===== config.mk =====
export PLATFORM = sky130hd
export DESIGN_NAME = mmio_uart_tx
export DESIGN_NICKNAME = d
export VERILOG_FILES = /design/src/rtl/mmio_uart_tx.sv
export SDC_FILE = /design/constraint.sdc
export NUM_CORES = 1
export LEC_CHECK = 0
export ABC_AREA = 1
export BUFFER_PORTS_ARGS = -buffer_cell sky130_fd_sc_hd__clkbuf_2
export CORE_MARGIN = 2
export CORE_UTILIZATION = 45
export DETAILED_ROUTE_END_ITERATION = 12
export PLACE_DENSITY = 0.81
export SYNTH_ARGS = -nofsm -noshare
export SYNTH_HDL_FRONTEND = slang
export SYNTH_SLANG_ARGS = --single-unit
export TNS_END_PERCENT = 1

===== constraint.sdc =====
create_clock -name clk -period 2.5 [get_ports clk]
set_input_delay 0.125 -clock clk [delete_from_list [all_inputs] [get_ports clk]]
set_output_delay 0.125 -clock clk [all_outputs]
set_load 0.05 [all_outputs]

===== src/rtl/mmio_uart_tx.sv =====
// Memory-mapped UART transmitter: DATA/STATUS word window, byte FIFO, 8N1 serialiser.
// Define UART_TX_PARITY_EN to insert an even-parity bit (8E1 frames).
module mmio_uart_tx #(
  parameter logic [31:0] BASE_ADDR    = 32'h0000_0100,
  parameter int          CLKS_PER_BIT = 16,
  parameter int          FIFO_DEPTH   = 4
) (
  input  logic        clk,
  input  logic        reset,
  input  logic        we,
  input  logic [31:0] addr,
  input  logic [31:0] wdata,
  output logic        sel,
  output logic [31:0] rdata,
  output logic        tx,
  output logic        busy
);
  localparam int BW = (CLKS_PER_BIT > 1) ? $clog2(CLKS_PER_BIT) : 1;
  localparam int PW = $clog2(FIFO_DEPTH);
  localparam int CW = $clog2(FIFO_DEPTH + 1);
  localparam logic [BW-1:0] BAUD_LAST  = BW'(CLKS_PER_BIT - 1);
  localparam logic [CW-1:0] COUNT_FULL = CW'(FIFO_DEPTH);

  typedef enum logic [2:0] {S_IDLE, S_START, S_DATA, S_PARITY, S_STOP} state_t;

  // Handshake: a store is accepted on the clk edge where we & sel; the FIFO pops
  // only when the serialiser takes a byte (IDLE or end of STOP with !empty).
  state_t        state, state_d;
  logic [BW-1:0] baud, baud_d;
  logic [2:0]    bit_idx, bit_d;
  logic [7:0]    data_byte, byte_d;
  logic          tx_d, busy_d;

  logic [7:0]    mem [FIFO_DEPTH];
  logic [PW-1:0] wr_ptr, rd_ptr;
  logic [CW-1:0] count;
  logic          ovf, empty, full, push_req, push, pop, clr_ovf;
  logic          unused_bits;

  assign sel      = addr[31:3] == BASE_ADDR[31:3];
  assign empty    = count == '0;
  assign full     = count == COUNT_FULL;
  assign push_req = we && sel && !addr[2];
  assign push     = push_req && (!full || pop);
  assign clr_ovf  = we && sel && addr[2] && wdata[3];
  assign unused_bits = ^{addr[1:0], wdata[31:8]};

  always_ff @(posedge clk or posedge reset) begin
    if (reset) begin
      wr_ptr <= '0;
      rd_ptr <= '0;
      count  <= '0;
      ovf    <= 1'b0;
    end else begin
      if (push) wr_ptr <= wr_ptr + PW'(1);
      if (pop)  rd_ptr <= rd_ptr + PW'(1);
      if (push && !pop)      count <= count + CW'(1);
      else if (pop && !push) count <= count - CW'(1);
      if (push_req && full && !pop) ovf <= 1'b1;
      else if (clr_ovf)             ovf <= 1'b0;
    end
  end

  always_ff @(posedge clk) begin
    if (push) mem[wr_ptr] <= wdata[7:0];
  end

  always_ff @(posedge clk or posedge reset) begin
    if (reset) begin
      state     <= S_IDLE;
      baud      <= '0;
      bit_idx   <= '0;
      data_byte <= '0;
      tx        <= 1'b1;
      busy      <= 1'b0;
    end else begin
      state     <= state_d;
      baud      <= baud_d;
      bit_idx   <= bit_d;
      data_byte <= byte_d;
      tx        <= tx_d;
      busy      <= busy_d;
    end
  end

  always_comb begin
    state_d = state;
    baud_d  = baud + BW'(1);
    bit_d   = bit_idx;
    byte_d  = data_byte;
    pop     = 1'b0;
    case (state)
      S_IDLE: begin
        baud_d = '0;
        if (!empty) begin
          pop     = 1'b1;
          byte_d  = mem[rd_ptr];
          state_d = S_START;
        end
      end
      S_START: begin
        if (baud == BAUD_LAST) begin
          baud_d  = '0;
          bit_d   = '0;
          state_d = S_DATA;
        end
      end
      S_DATA: begin
        if (baud == BAUD_LAST) begin
          baud_d = '0;
          if (bit_idx == 3'd7) begin
`ifdef UART_TX_PARITY_EN
            state_d = S_PARITY;
`else
            state_d = S_STOP;
`endif
          end else begin
            bit_d = bit_idx + 3'd1;
          end
        end
      end
`ifdef UART_TX_PARITY_EN
      S_PARITY: begin
        if (baud == BAUD_LAST) begin
          baud_d  = '0;
          state_d = S_STOP;
        end
      end
`endif
      S_STOP: begin
        if (baud == BAUD_LAST) begin
          baud_d = '0;
          // Back-to-back frames: take the next byte without passing through IDLE.
          if (!empty) begin
            pop     = 1'b1;
            byte_d  = mem[rd_ptr];
            state_d = S_START;
          end else begin
            state_d = S_IDLE;
          end
        end
      end
      default: begin
        baud_d  = '0;
        state_d = S_IDLE;
      end
    endcase
  end

  // tx/busy are computed from the next state so the flops change on the same edge.
  always_comb begin
    tx_d   = 1'b1;
    busy_d = 1'b1;
    case (state_d)
      S_IDLE:   busy_d = 1'b0;
      S_START:  tx_d   = 1'b0;
      S_DATA:   tx_d   = byte_d[bit_d];
      S_PARITY: tx_d   = ^byte_d;
      default:  tx_d   = 1'b1;
    endcase
  end

  always_comb begin
    rdata = '0;
    if (sel && addr[2]) rdata = {28'b0, ovf, full, empty, busy};
  end
endmodule


**After elaboration in Yosys (flattened, before gate mapping)**

Memory sizes are Yosys's and may differ from the RTL's.
Cells that the tools add are included.

- Add/sub/neg operators: 6
- Magnitude comparators: 1
- Equality and inequality tests: 10
- Multiplexer cells: 30
- Reductions and logical operators: 22

Operators with widths:

| operator | number |
|---|---|
| $mux 3 | 10 |
| $eq 29x6->1 const B | 1 |
| $mux 8 | 2 |
| $pmux 8 s2 | 1 |
| $mux 4 | 3 |
| $pmux 3 s4 | 1 |
| $logic_and 1x1->1 | 10 |
| $eq 3x2->1 const B | 3 |
| $eq 3x3->1 const B | 3 |
| $logic_not 3->1 | 3 |
| $mux 1 | 9 |
| $reduce_xor 8->1 | 1 |
| $add 3x1->3 const B | 2 |
| $eq 3x1->1 const B | 2 |
| $pmux 3 s2 | 1 |
| $add 2x1->2 const B | 2 |
| $add 4x1->4 const B | 1 |
| $eq 4x4->1 const B | 1 |
| $logic_not 1->1 | 4 |
| $lt 3x4->1 const B | 1 |
| $reduce_bool 2->1 | 2 |
| $bmux 1 s3 | 1 |
| $pmux 1 s3 | 1 |
| $reduce_or 3->1 | 1 |
| 3 further kinds | 3 |

- Register bits after elaboration: 28
- Memory bits (writable): 32
- Input bits: 67
- Output and inout bits: 35
- Logic and storage cells: 80
- Memories kept: 1

Memory list:

| name | words | width | rd ports | clocked after Yosys merged registers in | wr ports | line | text |
|---|---|---|---|---|---|---|---|
| mem | 4 | 8 | 1 | 0 | 1 | 34 | `logic [7:0] mem [FIFO_DEPTH];` |

**Longest topological paths before layout**

Gate-level depths: netlist of the first run.

- Word-level depth: 10
- Gate-level depth with buffers: 16
- Depth with buffers taken out: 16

**Worst setup path after synthesis of the first run**

OpenSTA, ideal clock, no wires.

- Path type: input port to flip-flop
- Start point: input port addr[18]
- End point: register count[1]
- Library setup time: 0.125 ns
- Data arrival time: 2.360 ns
- Data required time: 2.375 ns
- Setup slack: 0.015 ns
- Cell stages on the path: 9
- Buffers on the path: 0
- Cell sequence: nor4_1 nand4_1 nor3_4 nand3_1 inv_1 ha_1 inv_1 fa_1 mux2_2

- Longest elaborated chain between the ends: 7
- Elaborated cells on any way between the ends: 9
- Classes of those cells: eq/ne (1); mux (1); reduce/logical (7)

RTL lines:

| item | line | text |
|---|---|---|
| start, declared | 11 | `input logic [31:0] addr,` |
| $eq 29x6->1 * | 40 | `assign sel = addr[31:3] == BASE_ADDR[31:3];` |
| net sel | 13 | `output logic sel,` |
| $logic_and 1x1->1 * (2 in a row) | 43 | `assign push_req = we && sel && !addr[2];` |
| $logic_and 1x1->1 * | 44 | `assign push = push_req && (!full \|\| pop);` |
| net push | 37 | `logic ovf, empty, full, push_req, push, pop, clr_ovf;` |
| $logic_not 1->1 | 58 | `else if (pop && !push) count <= count - CW'(1);` |
| $logic_and 1x1->1 | 58 |  |
| $reduce_bool 2->1 (no source line) | -- |  |
| end signal, assigned | 57 | `if (push && !pop) count <= count + CW'(1);` |
| end signal, assigned | 58 |  |
| end, declared | 36 | `logic [CW-1:0] count;` |

The timed path passes the listed nets; every way through them passes the cells marked *.
A chain may end at the register's enable or synchronous reset.

**Worst setup path after layout of the first run**

- Start point: register baud[0]
- End point: register count[1]

- Longest elaborated chain between the ends: 8
- Elaborated cells on any way between the ends: 11
- Classes of those cells: eq/ne (1); mux (3); reduce/logical (7)

RTL lines:

| item | line | text |
|---|---|---|
| start, declared | 29 | `logic [BW-1:0] baud, baud_d;` |
| start signal, assigned | 78 | `baud <= baud_d;` |
| $eq 4x4->1 * | 131 | `if (baud == BAUD_LAST) begin` |
| $mux 1 * | 131 |  |
| $pmux 1 s2 * | 92 | `case (state)` |
| $logic_or 1x1->1 * | 44 |  |
| $logic_and 1x1->1 * | 44 |  |
| net push | 37 |  |
| $logic_not 1->1 | 58 |  |
| $logic_and 1x1->1 | 58 |  |
| $reduce_bool 2->1 (no source line) | -- |  |

Marks and branches as above.

==> metrics, run 1 <==
P_leak=1.73 nW; die outline width=86.9 um; Max-Cap Viols=0; Ys Warns=0; First-pass DRT Iterations=4; CP arrival=2.56 ns; Synth area leaders=edfxtp_1 31%, dfrtp_1 22%, nand2_1 10%, buf_4 7.5%, inv_1 4.9%; crit-path cells=ha_4 > nand3_4 > nand2_4 > nand3_4 > inv_2 > nor2_2 > inv_1 > nand3_1 > inv_1 > ha_1 > inv_1 > fa_2 > mux2_2; WP data required=2.73 ns; hold_ws=0.0121 ns; CP endpoint=count[1]; WL per Instance=11.8 um; largest area contributor in the netlist=edfxtp_1; via count=2314; final design utilization=53.7%; # diodes=0; Root Buffer=clkbuf_8; Final setup viols=0; clock tree buffer depth=2; reg2reg end=count[1]; Die H=86.9 um; slowest library cell on the worst path=fa_2; HPWL after DPL=4.12 mm; TritonCTS clock tree=built; Seq pwr share=50.4%; initial antenna violation count=0; Max VDD drop=0.000572 V; P_sw=0.000531 W; Syn Area/Cell=9.19 um^2; final net count=476; RSZ-0062 raised after global routing=no; Post-CTS Setup Inserts=0; Post-synth top cells=82 x nand2_1, 40 x inv_1, 40 x nor2_1; startpoint types=flip-flop; CTS H-tree depth=3; Worst-Skew Late Latency=0.34 ns; Post-synth EDFFs=32; Async SR Flop Fraction=46.7%; fin crit share=93.2%; post-synth top area share=31.1%; reg2reg setup slack=0.17 ns; switch share=25.7%; global-route wire length before repair=9.52 mm; initial core utilization=46.0%; Final Max Slew Viols=0; core footprint=6720 um^2; total wire length=5.73 mm; 1st-iter DRT viols=103; clock power share=42.3%; row cnt=30; DRC violations left=0; most frequent CP cell=inv_1; CP Max Fanout=4; HP Class=in -> async; synthesized flop and latch total=60; Vias/cell=4.76; most common cell in the synthesized netlist=nand2_1; RR Startpoint=baud[0]; die area=7540 um^2; Critical Path Max Stage Delay=0.44 ns; routability cong.=0.834; gr ovfl total=0; CP Launch Point=baud[0]; Post-synth top flop=edfxtp_1; PwrDens=572 nW/um^2; clk slew on worst S/H paths=0.07 ns; total negative slack=0 ns; post-synthesis sequential area ratio=53.8%; fraction of layout cells with a size suffix above 1=22.4%; R2R cell count=13; Worst Skew=0.0124 ns; Unique masters post-synth=32; worst-margin pin slew=1.04 ns; Fmax=429 MHz; Worst Setup Path Type=reg -> reg; clock sink count=60; final hold vios=0; CP endpoint kind=flip-flop; Slew headroom=30.6%; Tmin final=2.33 ns; CTS Buf Count=9; mapped cell area=3090 um^2; Final Power=0.00207 W; PortBufs=47; gr usage total=16.2%; Internal Power=0.00154 W; Synth-to-Final Area Change=16.8%; pin count of the biggest net entering global routing=29; vias in the first global route=2193; Gate power share=7.2%; status=finished clean; Post-DRT Antenna Nets=0; top-level port count=102; Cells after Synth=336
area by class of cell:
cell class                 count  area [um^2]
tap                           80          100
inverter                      41          154
fill                         596         3110
multi-input combinational    228         1140
clock inverter                 7         75.1
timing repair buffer          61          353
clock buffer                   9          124
sequential                    60         1660
registers in the layout, indices dropped and copies added, names as in the netlist, 2 cells and up:
register and count:
bit_idx 3, baud 4, wr_ptr 2, count 3, mem 32, rd_ptr 2, data_byte 8, state 3
critical path, delay by kind of cell (launching register included):
kind,cells,cell delay [ns]
flip-flops,1,0.42
adder cells (fa/ha/maj),3,0.81
multiplexers,1,0.26
AND/OR/NAND/NOR,5,0.40
buffers and inverters,4,0.30
how the worst min path moves through the flow:
stage	startpoint	to	slack, ns	depth (start not counted)
after floorplan	reset	baud[0]	0.19	1
after global placement	wdata[5]	mem[2][5]	0.34	1
after detailed placement	wdata[4]	mem[0][4]	0.35	1
after CTS	wdata[1]	mem[2][1]	0.004	1
after global routing	wdata[1]	mem[2][1]	0.01	1
final	reset	count[1]	0.01	2
timing repair:
| action | in CTS | in global routing |
|---|---|---|
| hold buffers | 5 | 0 |
| endpoints found under the setup margin | 0 | 2 |
| endpoints found under the hold margin | 16 | 0 |
| resized for setup | 0 | 7 |
logic make-up after synthesis:
kind of cell    share of synthesized area [%]
compound gates                           2.47
xor+xnor                                 1.42
fa+ha+maj                                3.48
buf+inv                                  13.2
flops                                    53.8
mux                                     0.364
other cells                             0.121
simple gates                             25.1
cell usage in the layout (no fill, tap or decap), drive strengths merged:
cell,n
dfstp,1
nor4,5
nand2,83
nor2,41
or2,6
buf,9
o22ai,2
clkbuf,56
o21ai,9
bufinv,1
inv,42
nand3,27
nor3,4
dfrtp,27
ha,7
xnor2,1
xor2,4
edfxtp,32
clkinv,3
fa,1
a21oi,3
mux2,1
dlygate4sd3,5
conb,28
nand4,4
nand3b,2
clkinvlp,2
power groups by stage:
stage	Combinational, W	Clock, W	Sequential [W]
final	0.000150	0.000875	0.00104
after global routing	0.000160	0.000934	0.00104
after CTS	0.000150	0.000885	0.00104
after detailed placement	0.000143	0	0.00106
after global placement	0.000140	0	0.00106
after floorplan	0.000137	0	0.00106
layer usage:
layer	wire length, um	track usage (%)
met3	281	3.60
met4	106	6.39
met2	3000	28.1
met5	0	0
met1	2340	19.5
through the flow:
| stage | cells | worst slack [ns] | area [um^2] |
|---|---|---|---|
| global route | 486 | 0.00892 | 3610 |
| floorplan | 363 | 0.0152 | 3190 |
| CTS | 486 | 0.0374 | 3590 |
| global placement | 465 | 0.116 | 3340 |
| finish | 486 | 0.169 | 3610 |
| detailed placement | 465 | 0.0515 | 3340 |
Power figures use the tool's default switching activity.
==> run 2, diff against run 1 <==
--- a/config.mk
+++ b/config.mk
@@ -7,10 +7,12 @@
 export LEC_CHECK = 0
 export ABC_AREA = 1
 export BUFFER_PORTS_ARGS = -buffer_cell sky130_fd_sc_hd__clkbuf_2
+export CELL_PAD_IN_SITES_DETAIL_PLACEMENT = 1
+export CELL_PAD_IN_SITES_GLOBAL_PLACEMENT = 1
 export CORE_MARGIN = 2
-export CORE_UTILIZATION = 45
+export CORE_UTILIZATION = 34
 export DETAILED_ROUTE_END_ITERATION = 12
-export PLACE_DENSITY = 0.81
+export PLACE_DENSITY = 0.83
 export SYNTH_ARGS = -nofsm -noshare
 export SYNTH_HDL_FRONTEND = slang
 export SYNTH_SLANG_ARGS = --single-unit
==> run 2 against run 1 <==
Compared with the run above:
- worst setup slack lost 0.0019 ns
- routed wire length grew 13%
- worst hold slack got worse by 0.0036 ns
- critical path type unchanged
- largest power group unchanged
==> metrics, run 2 (synthesis gave the netlist of run 1 again) <==
status=finished clean (unchanged); # diodes=0 (unchanged); CTS H-tree depth=3 (unchanged); final hold vios=0 (unchanged); Root Buffer=clkbuf_8 (unchanged); clock sink count=60 (unchanged); Worst-Skew Late Latency=0.33 ns (was 0.34 ns); number of cells after detailed placement=494 (was 465); Final Instance Count excl. Fillers=512 (was 486); routability cong.=0.778 (was 0.834); TritonCTS clock tree=built (unchanged); top flop regs=mem: 32 flops, data_byte: 8 flops, baud: 4 flops (unchanged); initial antenna violation count=0 (unchanged); die outline width=99.3 um (was 86.9 um); Final setup viols=0 (unchanged); CTS Buf Count=9 (unchanged); Final Power=0.00206 W (was 0.00207 W); core footprint=8760 um^2 (was 6720 um^2); CP arrival=2.55 ns (was 2.56 ns); switch share=25.4% (was 25.7%); initial core utilization=35.3% (was 46.0%); startpoint types=flip-flop (unchanged); WP data required=2.71 ns (was 2.73 ns); 1st-iter DRT viols=65 (was 103); Gate power share=7.1% (was 7.2%); placed cell areas=3380 um^2 (was 3340 um^2); gr ovfl total=0 (unchanged); post-route design area=3620 um^2 (was 3610 um^2); total negative slack=0 ns (unchanged); die area=9860 um^2 (was 7540 um^2); vias in the first global route=2408 (was 2193); clock tree buffer depth=2 (unchanged); HP Class=in -> reg (was in -> async); total wire length=6.45 mm (was 5.73 mm); fraction of layout cells with a size suffix above 1=22.3% (was 22.4%); crit-path cells=ha_4 > nand3_4 > nand2_4 > nand3_4 > inv_2 > nor2_2 > inv_1 > nand3_1 > inv_1 > ha_1 > inv_1 > fa_1 > mux2_2 (was ha_4 > nand3_4 > nand2_4 > nand3_4 > inv_2 > nor2_2 > inv_1 > nand3_1 > inv_1 > ha_1 > inv_1 > fa_2 > mux2_2); hold_ws=0.00843 ns (was 0.0121 ns); Fmax=429 MHz (about the same); via count=2297 (was 2314); most frequent CP cell=inv_1 (unchanged); Seq pwr share=50.7% (was 50.4%); DRC violations left=0 (unchanged); CP endpoint kind=flip-flop (unchanged); clock power share=42.3% (about the same); row cnt=34 (was 30); Post-DRT Antenna Nets=0 (unchanged); Worst Setup Path Type=reg -> reg (unchanged); First-pass DRT Iterations=4 (unchanged); most flop-heavy register=mem (unchanged); Die H=99.3 um (was 86.9 um); fin crit share=93.3% (was 93.2%); Synth-to-Final Area Change=17.1% (was 16.8%); Max VDD drop=0.000589 V (was 0.000572 V); RSZ-0062 raised after global routing=no (unchanged); top-level port count=102 (unchanged); most frequent cells in the layout=82 x nand2_1, 47 x clkbuf_2, 39 x nor2_1, 39 x inv_1, 32 x edfxtp_1 (was 82 x nand2_1, 47 x clkbuf_2, 39 x inv_1, 38 x nor2_1, 32 x edfxtp_1); Vias/cell=4.49 (was 4.76); P_sw=0.000523 W (was 0.000531 W); max FFs per register=32 (unchanged); Final Max Slew Viols=0 (unchanged); HPWL after DPL=4.81 mm (was 4.12 mm); Max-Cap Viols=0 (unchanged); Internal Power=0.00153 W (was 0.00154 W); gr usage total=13.6% (was 16.2%); CP Max Fanout=4 (unchanged); slowest library cell on the worst path=dfrtp_1 (was fa_2); most common cell after layout, fill and taps aside=nand2_1 (unchanged); P_leak=1.73 nW (about the same); WL per Instance=12.6 um (was 11.8 um); Tmin final=2.33 ns (about the same); clk slew on worst S/H paths=0.07 ns (about the same); PwrDens=569 nW/um^2 (was 572 nW/um^2); global-route wire length before repair=10.7 mm (was 9.52 mm); Critical Path Max Stage Delay=0.42 ns (was 0.44 ns); final net count=474 (was 476); Worst Skew=0.00916 ns (was 0.0124 ns); pin count of the biggest net entering global routing=29 (unchanged); PortBufs=47 (unchanged)
==> run 2: final timing paths <==
| kind | startpoint | to | slack [ns] | depth (start not counted) |
|---|---|---|---|---|
| setup / recovery | baud[1] | count[1] | 0.17 | 13 |
| hold / removal | wdata[0] | mem[1][0] | 0.008 | 1 |
| setup reg to reg | baud[1] | count[1] | 0.17 | 13 |
| hold reg to reg | data_byte[7] | data_byte[7] | 0.49 | 2 |
| max in group asynchronous | reset | tx | 1.81 | 4 |
| min in group asynchronous | reset | state[0] | 0.38 | 4 |
==> run 2: power groups by stage <==
stage	registers [W]	logic [W]	clock network, W
floorplan	0.00106	0.000137	0
global placement	0.00106	0.000140	0
detailed placement	0.00106	0.000144	0
CTS	0.00104	0.000146	0.000880
global route	0.00104	0.000156	0.000917
finish	0.00104	0.000146	0.000870
==> run 2: area by class of cell <==
class                   instances  area, um^2
inverters                      41         154
multi-input cells             228        1130
clock inverters                 7        75.1
fillers                      1060        5150
repair buffers                 59         330
well taps                     108         135
clock buffers                   9         124
flip-flops and latches         60        1660
==> run 2: per-stage QoR <==
stage | worst slack [ns] | util, %
after floorplan | 0.0152 | -
after global placement | 0.114 | 38.6
after detailed placement | -0.0182 | 38.6
after CTS | 0.0394 | 41.1
after global routing | 0.00600 | 41.3
final | 0.168 | 41.3
==> run 2: routing by layer <==
layer | global-route usage (%) | share of wire, %
met1 | 14.7 | 41
met2 | 26.0 | 54
met3 | 3.30 | 3.6
met4 | 4.21 | 1.3
met5 | 0 | 0
==> run 2: critical path, delay by kind of cell (launching register included) <==
kind                       cells  cell delay, ns
adders and majority gates      3            0.78
buffers and inverters          4            0.31
DFF                            1            0.42
muxes                          1            0.26
and+or+nand+nor                5            0.43
==> run 2: timing repair <==
item / CTS / global route
endpoints found under the setup margin: 1 / 2
endpoints found under the hold margin: 31 / 0
gates resized for setup: 1 / 3
pin swaps: 0 / 1
buffers inserted: 0 / 0
hold buffers: 2 / 0
==> run 3, diff against run 2 <==
--- a/config.mk
+++ b/config.mk
@@ -5,14 +5,13 @@
 export SDC_FILE = /design/constraint.sdc
 export NUM_CORES = 1
 export LEC_CHECK = 0
-export ABC_AREA = 1
 export BUFFER_PORTS_ARGS = -buffer_cell sky130_fd_sc_hd__clkbuf_2
 export CELL_PAD_IN_SITES_DETAIL_PLACEMENT = 1
 export CELL_PAD_IN_SITES_GLOBAL_PLACEMENT = 1
 export CORE_MARGIN = 2
-export CORE_UTILIZATION = 34
+export CORE_UTILIZATION = 36
 export DETAILED_ROUTE_END_ITERATION = 12
-export PLACE_DENSITY = 0.83
+export PLACE_DENSITY = 0.82
 export SYNTH_ARGS = -nofsm -noshare
 export SYNTH_HDL_FRONTEND = slang
 export SYNTH_SLANG_ARGS = --single-unit
==> run 3 against run 2 <==
Compared with the run above:
- combinational power rose by 3%
- non-clock buffer count fell by 2
- worst setup slack improved by 0.027 ns
- critical path depth fell by 5
- sequential cell count did not move
- register-to-register slack improved by 0.03 ns
- via count fell by 20%
- cell count fell by 24%
- die area fell by 7.6%
- critical endpoint is now tx
- highest routed layer unchanged
==> metrics, run 3 <==
pre-CTS setup slack=0.0847 ns (was -0.0182 ns); gr ovfl total=0 (unchanged); RSZ-0062 raised after global routing=no (unchanged); Fillers=892 (was 1060); post-synthesis sequential area ratio=55.2% (was 53.8%); max FFs per register=32 (unchanged); top-level port count=102 (unchanged); top flop regs=mem: 32 flops, data_byte: 8 flops, baud: 4 flops (unchanged); status=finished clean (unchanged); post-synth top area share=31.9% (was 31.1%); most frequent cells in the layout=47 x clkbuf_2, 32 x edfxtp_1, 28 x conb_1, 26 x dfrtp_1 (was 82 x nand2_1, 47 x clkbuf_2, 39 x nor2_1, 39 x inv_1, 32 x edfxtp_1); fraction of layout cells with a size suffix above 1=35.0% (was 22.3%); row cnt=33 (was 34); First-pass DRT Iterations=4 (unchanged); via count=1849 (was 2297); Tmin final=2.30 ns (was 2.33 ns); WL per Instance=15.4 um (was 12.6 um); Worst Setup Path Type=reg -> reg (unchanged); Critical Path Max Stage Delay=0.42 ns (about the same); Worst Skew=0.00653 ns (was 0.00916 ns); most flop-heavy register=mem (unchanged); total wire length=5.98 mm (was 6.45 mm); Post-synth top flop=edfxtp_1 (unchanged); Syn Area/Cell=13.9 um^2 (was 9.19 um^2); 1st-iter DRT viols=72 (was 65); post-route setup slack=0.195 ns (was 0.168 ns); Max VDD drop=0.000426 V (was 0.000589 V); TritonCTS clock tree=built (unchanged); HPWL after DPL=4.38 mm (was 4.81 mm); Final Power=0.00227 W (was 0.00206 W); Post-DRT Antenna Nets=0 (unchanged); Post-synth top cells=32 x edfxtp_1, 28 x buf_4, 27 x dfrtp_1 (was 82 x nand2_1, 40 x inv_1, 40 x nor2_1); Worst-Skew Late Latency=0.34 ns (was 0.33 ns); final hold vios=0 (unchanged); vias in the first global route=2067 (was 2408); final net count=353 (was 474); clock sink count=60 (unchanged); worst path bufs/invs=1 (was 4); Final Max Slew Viols=0 (unchanged); mapped cell area=3010 um^2 (was 3090 um^2); Unique masters post-synth=50 (was 32); Synth area leaders=edfxtp_1 32%, dfrtp_1 22%, buf_4 7.0%, mux4_2 4.5%, ha_1 2.9% (was edfxtp_1 31%, dfrtp_1 22%, nand2_1 10%, buf_4 7.5%, inv_1 4.9%); clock tree buffer depth=2 (unchanged); most common cell after layout, fill and taps aside=clkbuf_2 (was nand2_1); die outline width=95.5 um (was 99.3 um); core footprint=8180 um^2 (was 8760 um^2); initial core utilization=36.9% (was 35.3%); most common cell in the synthesized netlist=edfxtp_1 (was nand2_1); crit-path cells=ha_4 > nand3_4 > a2111oi_4 > buf_4 > mux2_2 > mux2i_1 > or3b_1 > a41oi_2 (was ha_4 > nand3_4 > nand2_4 > nand3_4 > inv_2 > nor2_2 > inv_1 > nand3_1 > inv_1 > ha_1 > inv_1 > fa_1 > mux2_2); CTS H-tree depth=3 (unchanged); CP arrival=2.56 ns (was 2.55 ns); CTS Buf Count=9 (unchanged); gr usage total=14.7% (was 13.6%); global-route wire length before repair=9.98 mm (was 10.7 mm); die area=9120 um^2 (was 9860 um^2); Slew headroom=61.9%; Async SR Flop Fraction=46.7% (unchanged); Ys Warns=0 (unchanged); Die H=95.5 um (was 99.3 um); delay-heaviest family, CP=compound AO/OA/AOI/OAI gates (was adder cells); Synth-to-Final Area Change=18.1% (was 17.1%); Root Buffer=clkbuf_8 (unchanged); startpoint types=flip-flop (unchanged); PortBufs=47 (unchanged); slowest library cell on the worst path=dfrtp_2 (was dfrtp_1); clk slew on worst S/H paths=0.07 ns (about the same); CP Max Fanout=10 (was 4); Fmax=434 MHz (was 429 MHz); Max-Cap Viols=0 (unchanged); routability cong.=0.709 (was 0.778); synthesized flop and latch total=60 (unchanged); Final setup viols=0 (unchanged); # diodes=0 (unchanged); CP endpoint kind=flip-flop (unchanged); largest area contributor in the netlist=edfxtp_1 (unchanged); Post-synth EDFFs=32 (unchanged); PwrDens=637 nW/um^2 (was 569 nW/um^2); WP data required=2.76 ns (was 2.71 ns); pin count of the biggest net entering global routing=29 (unchanged); total negative slack=0 ns (unchanged); fin crit share=92.2% (was 93.3%); initial antenna violation count=0 (unchanged); worst-margin pin slew=0.572 ns; Cells after Synth=217 (was 336); P_leak=1.47 nW (was 1.73 nW); DRC violations left=0 (unchanged); Vias/cell=4.77 (was 4.49); HP Class=in -> reg (unchanged)
[run 3: cell count changes after synthesis, moves of 5 or more]
cell and change:
and3_1 +5, inv_1 -32, mux2_2 +6, mux4_2 +6, nand2_1 -73, nand3_1 -23
nor2_1 -30
[run 3: per-layer routing]
metal,wire length (um),GRT usage (%),vias to the layer above
li1,-,-,864
met1,2370,16.4,942
met2,3300,26.6,31
met3,154,2.69,12
met4,157,7.50,0
met5,0,0,-
[run 3: cell families (layout without fill, tap and decap cells)]
family                     after synthesis  in the layout  synth area share (%)
AOI/OAI and AO/OA                       21             21                  6.02
xor gates and xnor gates                 8              8                  2.33
adders and majority gates                8              8                  3.57
buffers and inverters                   42             81                  10.2
DFF                                     60             60                  55.2
muxes                                   22             22                  11.7
other                                    1             28                 0.124
and+or+nand+nor                         55             55                  10.9
[run 3: power by group]
part	switching (W)	leakage [nW]	internal, W
clock	0.000408	0.116	0.000666
sequential	0.00000000000591	0.619	0.00104
combinational	0.000120	0.733	0.0000301
total	0.000528	1.47	0.00174
[run 3: worst paths after layout]
check                      slack [ns]  cells after the start         start      endpoint
max in group asynchronous        1.80                      4         reset            tx
max reg2reg                      0.20                      8       baud[0]            tx
min reg2reg                      0.50                      1  data_byte[4]  data_byte[4]
min                              0.02                      1      wdata[2]     mem[3][2]
min in group asynchronous        0.38                      4         reset      count[0]
max                              0.20                      8       baud[0]            tx
[run 3: timing repair]
| action | in CTS | in global routing |
|---|---|---|
| endpoints found under the hold margin | 38 | 0 |
| resized for setup | 0 | 3 |
| endpoints found under the setup margin | 0 | 3 |
| setup buffers | 0 | 0 |
| hold buffers | 5 | 0 |
[run 3: through the flow]
step           hold slack, ns  cell area (um^2)  instances  utilization, %
6_report               0.0241              3560        388            43.5
5_1_grt                0.0187              3560        388            43.5
4_1_cts               0.00929              3550        388            43.4
3_5_place_dp            0.203              3250        367            39.7
3_3_place_gp            0.194              3250        367            39.7
2_1_floorplan           0.190              3120        244               -
[run 3: cell type report]
cell class | count | area (um^2) | area share, %
Clock buffer | 9 | 124 | 3.48
Clock inverter | 7 | 123 | 3.44
Inverter | 8 | 30.0 | 0.844
Multi-Input combinational cell | 142 | 1160 | 32.7
Sequential cell | 60 | 1660 | 46.7
Tap cell | 105 | 131 | 3.69
Timing Repair Buffer | 57 | 323 | 9.07
